===== src/rtl/de_pipe.sv =====
// de_pipe: decode-to-execute pipeline register.
// Captures decode-stage control, ALU control, register index, operands and
// immediate every rising edge; a synchronous flush loads an all-zero bubble,
// and an asynchronous active-high reset clears every field.
module de_pipe (
   input  logic        clk,
   input  logic        rst,
   input  logic        flush_E,
   input  logic        pcload_D,
   input  logic        regw_D,
   input  logic        memw_D,
   input  logic        regmem_D,
   input  logic        branch_D,
   input  logic        ALUope_D,
   input  logic        flag_D,
   input  logic [3:0]  ALUctrl_D,
   input  logic [3:0]  regScr_D,
   input  logic [31:0] regA_D,
   input  logic [31:0] regB_D,
   input  logic [18:0] inm_D,
   output logic        pcload_E,
   output logic        regw_E,
   output logic        memw_E,
   output logic        regmem_E,
   output logic        branch_E,
   output logic        ALUope_E,
   output logic        flag_E,
   output logic [3:0]  ALUctrl_E,
   output logic [3:0]  regScr_E,
   output logic [31:0] regA_E,
   output logic [31:0] regB_E,
   output logic [18:0] inm_E
);

   localparam int unsigned CTRL_W = 7;
   localparam int unsigned ALU_W  = 4;
   localparam int unsigned REG_W  = 4;
   localparam int unsigned DATA_W = 32;
   localparam int unsigned INM_W  = 19;

   logic [CTRL_W-1:0] w_ctrl_d;
   logic [CTRL_W-1:0] r_ctrl;
   logic [ALU_W-1:0]  r_aluctrl;
   logic [REG_W-1:0]  r_regscr;
   logic [DATA_W-1:0] r_rega;
   logic [DATA_W-1:0] r_regb;
   logic [INM_W-1:0]  r_inm;

   // Gather the single-bit decode controls into one field.
   assign w_ctrl_d = {pcload_D, regw_D, memw_D, regmem_D, branch_D, ALUope_D, flag_D};

   // Pipeline register: reset > flush (bubble) > normal load.
   always_ff @(posedge clk or posedge rst) begin
      if (rst) begin
         r_ctrl    <= '0;
         r_aluctrl <= '0;
         r_regscr  <= '0;
         r_rega    <= '0;
         r_regb    <= '0;
         r_inm     <= '0;
      end else if (flush_E) begin
         r_ctrl    <= '0;
         r_aluctrl <= '0;
         r_regscr  <= '0;
         r_rega    <= '0;
         r_regb    <= '0;
         r_inm     <= '0;
      end else begin
         r_ctrl    <= w_ctrl_d;
         r_aluctrl <= ALUctrl_D;
         r_regscr  <= regScr_D;
         r_rega    <= regA_D;
         r_regb    <= regB_D;
         r_inm     <= inm_D;
      end
   end

   // Outputs come straight from the flops.
   assign {pcload_E, regw_E, memw_E, regmem_E, branch_E, ALUope_E, flag_E} = r_ctrl;
   assign ALUctrl_E = r_aluctrl;
   assign regScr_E  = r_regscr;
   assign regA_E    = r_rega;
   assign regB_E    = r_regb;
   assign inm_E     = r_inm;

endmodule


===== config.mk =====
export PLATFORM = sky130hd
export DESIGN_NAME = de_pipe
export DESIGN_NICKNAME = d
export VERILOG_FILES = /design/src/rtl/de_pipe.sv
export SDC_FILE = /design/constraint.sdc
export NUM_CORES = 1
export LEC_CHECK = 0
export CORE_UTILIZATION = 35
export CTS_BUF_LIST = sky130_fd_sc_hd__clkbuf_8
export DETAILED_ROUTE_END_ITERATION = 16
export GPL_TIMING_DRIVEN = 0
export PLACE_DENSITY = 0.78
export SYNTH_ARGS = -nofsm -noshare
export SYNTH_HDL_FRONTEND = slang
export SYNTH_SLANG_ARGS = --single-unit

===== constraint.sdc =====
create_clock -name clk -period 3.4 [get_ports clk]
set_input_delay 0.34 -clock clk [delete_from_list [all_inputs] [get_ports clk]]
set_output_delay 0.34 -clock clk [all_outputs]
set_load 0.005 [all_outputs]

# Word-level counts from Yosys, hierarchy flattened
# Cells that the tools add are included.
dict set report word_totals {
  output_inout_bits 98
  register_bits 98
  elab_cells 12
}
dict set report op_classes {
  n_mux 6
}
# operator count
set ops {}
lappend ops {{32-bit two-way mux} 2}
lappend ops {{19-bit two-way mux} 1}
lappend ops {{4-bit two-way mux} 2}
lappend ops {{7-bit two-way mux} 1}

# Logic depth before layout (Yosys ltp)
dict set report depth {
  ltp_word 1
  mapped_depth 3
  mapped_depth_nobuf 1
}

# Worst setup path after synthesis
# No wires, ideal clock.
dict set report synth_timing {
  path_type {in2reg}
  from {in flush_E}
  to {reg r_aluctrl[0], in the netlist ALUctrl_E[0]}
  slack_ns 2.600
  required_ns 3.327
  arrival_ns 0.727
  cell_stages 3
  setup_time_ns 0.073
  n_path_buf 2
  path_cell_list {buf_4 > buf_4 > nor2b_1}
}
dict set report synth_via {
  elab_chain_cells 1
}
# element line_no
set synth_rtl {}
lappend synth_rtl {{start, declared} 8} ;# input logic flush_E,
lappend synth_rtl {{4-bit two-way mux} 61} ;# end else if (flush_E) begin
lappend synth_rtl {{end signal, assigned} 70} ;# r_aluctrl <= ALUctrl_D;
lappend synth_rtl {{end, declared} 43} ;# logic [ALU_W-1:0] r_aluctrl;
# No other way between the ends.

# Final worst setup path
dict set report layout_timing {
  from {reg r_rega[30], in the netlist regA_E[30]}
  to {out regA_E[30]}
}
# element line_no
set layout_rtl {}
lappend layout_rtl {{start, declared} 45} ;# logic [DATA_W-1:0] r_rega;
lappend layout_rtl {{start signal, assigned} 72} ;# r_rega <= regA_D;
lappend layout_rtl {{end, declared} 30} ;# output logic [31:0] regA_E,
# No word-level cell between the ends.

==> reports/qor.yml <==
io-pin-count: 199
vias_per_cell: 4.256
cts_tree: "done"
place_inst: 513
postCtsSetupRepairBufs: 0
cts_buffer_depth: 2
clk_pin_slew_ns: 0.09
die_y_um: 96.52
antenna_cells: 0
tightestPinTransition_ns: 0.4178
yosysTopAreaCell: "dfrtp_1"
ys_types: 5
power_density_mw_per_mm2: 448.2
slew_headroom_pct: 72.15
leakagePower_uw: 0.002399
layout.cells.non_filler: 528
num_rows: 34
drt_iter0_drc: 22
numCtsBuffers: 9
num-nets-final: 517
drc: 0
synth_fp_nets: 308
maxCapViolations: 0
ant_nets: 0
first_pass_iters: 3
ys_ff_latch: 98
syn2layout_area_growth_pct: 76.03
path_cells: "clkdlybuf4s50_1"
synth.top_cell.area_share_pct: 78.43
cp_top_family: "buffers and inverters"
synth_area_sq_mm: 0.003127
layout-drive-gt1-share_pct: 6.429
setup_violations: 0
clockPowerShare_pct: 36.3
ir_drop_v: 0.0002296
worstPathArrival_ns: 1.22
crit_slowest_cell: "clkdlybuf4s50_1"
switchingPower_uw: 507.6
cts_resized: 0
grt_pass1_vias: 2384
core_sq_mm: 0.008678
grt.total_usage_pct: 17.34
wl_per_cell_um: 15.19
dieArea_sq_mm: 0.009315
crit_path_start_kind: "flop"
htree_num_levels: 3
maxClockFrequency_mhz: 642.9
portBuffers: 197
worstHoldPathType: "in2reg"
finalPower_uw: 2467
p_sw_share_pct: 20.57
path_class: "reg2out"
routed_wl_um: 8022
syn_avg_cell_area_sq_um: 15.11
synth_cells: 207
cp.required_ns: 3.06
path_buf_inv: 1
ys_seq_area_share_pct: 78.43
cts-root-buf: "clkbuf_8"
crit_path_max_fanout: 1
grt_max_degree: 69
status: "finished, final reports clean"
hpwl_um: 6124
synth_area_leaders: "dfrtp_1, nor2b_1, buf_2"
overflow: 0
setup_slack_ns: 1.845
fin_hold_ws_ns: 0.2300
post-route-period-util_pct: 45.75
cpPeakStageDelay_ns: 0.54
grt_pass1_wl_um: 11650
routabilityCongestion: 0.6594
clkSinkCount: 98
die_x_um: 96.52
cts_hold_buf: 0
place_ws_ns: 1.967
end_kind: "output pin"
initial_core_util_pct: 36.03
finalCriticalPeriod_ns: 1.555
vias: 2247
synth_warnings: 0
p_int_uw: 1960
grt_antenna_before_repair: 0
p_seq_share_pct: 50.2
slew_violations: 0
hold_violations: 0
p_comb_share_pct: 13.5
rsz0062_at_grt: "false"
## final cells by class
| type | instances | area [sq um] |
|---|---|---|
| clock buffers | 10 | 137.6 |
| clock inverters | 5 | 102.6 |
| repair buffers | 198 | 1999 |
| flip-flops and latches | 98 | 2452 |
| fillers | 700 | 3174 |
| plain buffers | 10 | 57.56 |
| inverters | 1 | 6.256 |
| well taps | 108 | 135.1 |
| multi-input cells | 98 | 613.1 |
## cell usage in the layout, fill, tap and decap left out
cell type | netlist | routed
inv_4 | 0 | 1
buf_16 | 0 | 1
clkdlybuf4s50_1 | 0 | 197
clkinv_2 | 0 | 1
dfrtp_1 | 98 | 98
clkinvlp_4 | 0 | 1
bufinv_16 | 0 | 3
nor2b_1 | 98 | 98
buf_4 | 3 | 3
clkbuf_8 | 0 | 10
buf_2 | 7 | 7
## synth_stat cells
library cell	number
buf_4	3
nor2b_1	98
buf_2	7
inv_1	1
dfrtp_1	98
## cells by family (layout without fill, tap and decap cells)
group         after synthesis  count (layout)  synth area share, %
buf+inv                    11             224                1.961
flops                      98              98                78.43
simple gates               98              98                19.61
## power by group through the flow
stage	sequential, uW	combinational (uW)	clock (uW)
2_1_floorplan	1270	72.7	0
3_3_place_gp	1260	326	0
3_5_place_dp	1260	339	0
4_1_cts	1240	341	915
5_1_grt	1250	364	956
6_report	1240	333	894
## per-layer routing
metal  global-route usage (%)  part of all wire (%)
met1                    17.01                    33
met2                    30.99                    52
met3                    8.685                    13
met4                    6.740                   1.7
met5                        0                     0
## flip-flops by register name, summed over array words and instances (netlist names)
register	flops
regA_E	32
regB_E	32
inm_E	19
r_ctrl	7
ALUctrl_E	4
regScr_E	4
## through the flow
stage | TNS [ns] | instance area [sq um] | utilization [%]
global placement | -75.55 | 5234 | 60.31
finish | 0 | 5504 | 63.42
detailed placement | 0 | 5264 | 60.65
CTS | 0 | 5504 | 63.42
floorplan | 0 | 3127 | -
global route | 0 | 5504 | 63.42
## final timing paths
path / slack [ns] / startpoint / cells past startpoint / to
min: 0.23 / flush_E / 2 / ALUctrl_E[3]
min in group asynchronous: 0.35 / rst / 2 / inm_E[0]
max in group asynchronous: 2.38 / rst / 3 / regB_E[0]
max: 1.84 / regA_E[30] / 1 / regA_E[30]
Note: power is estimated with default switching activity, not from simulation.
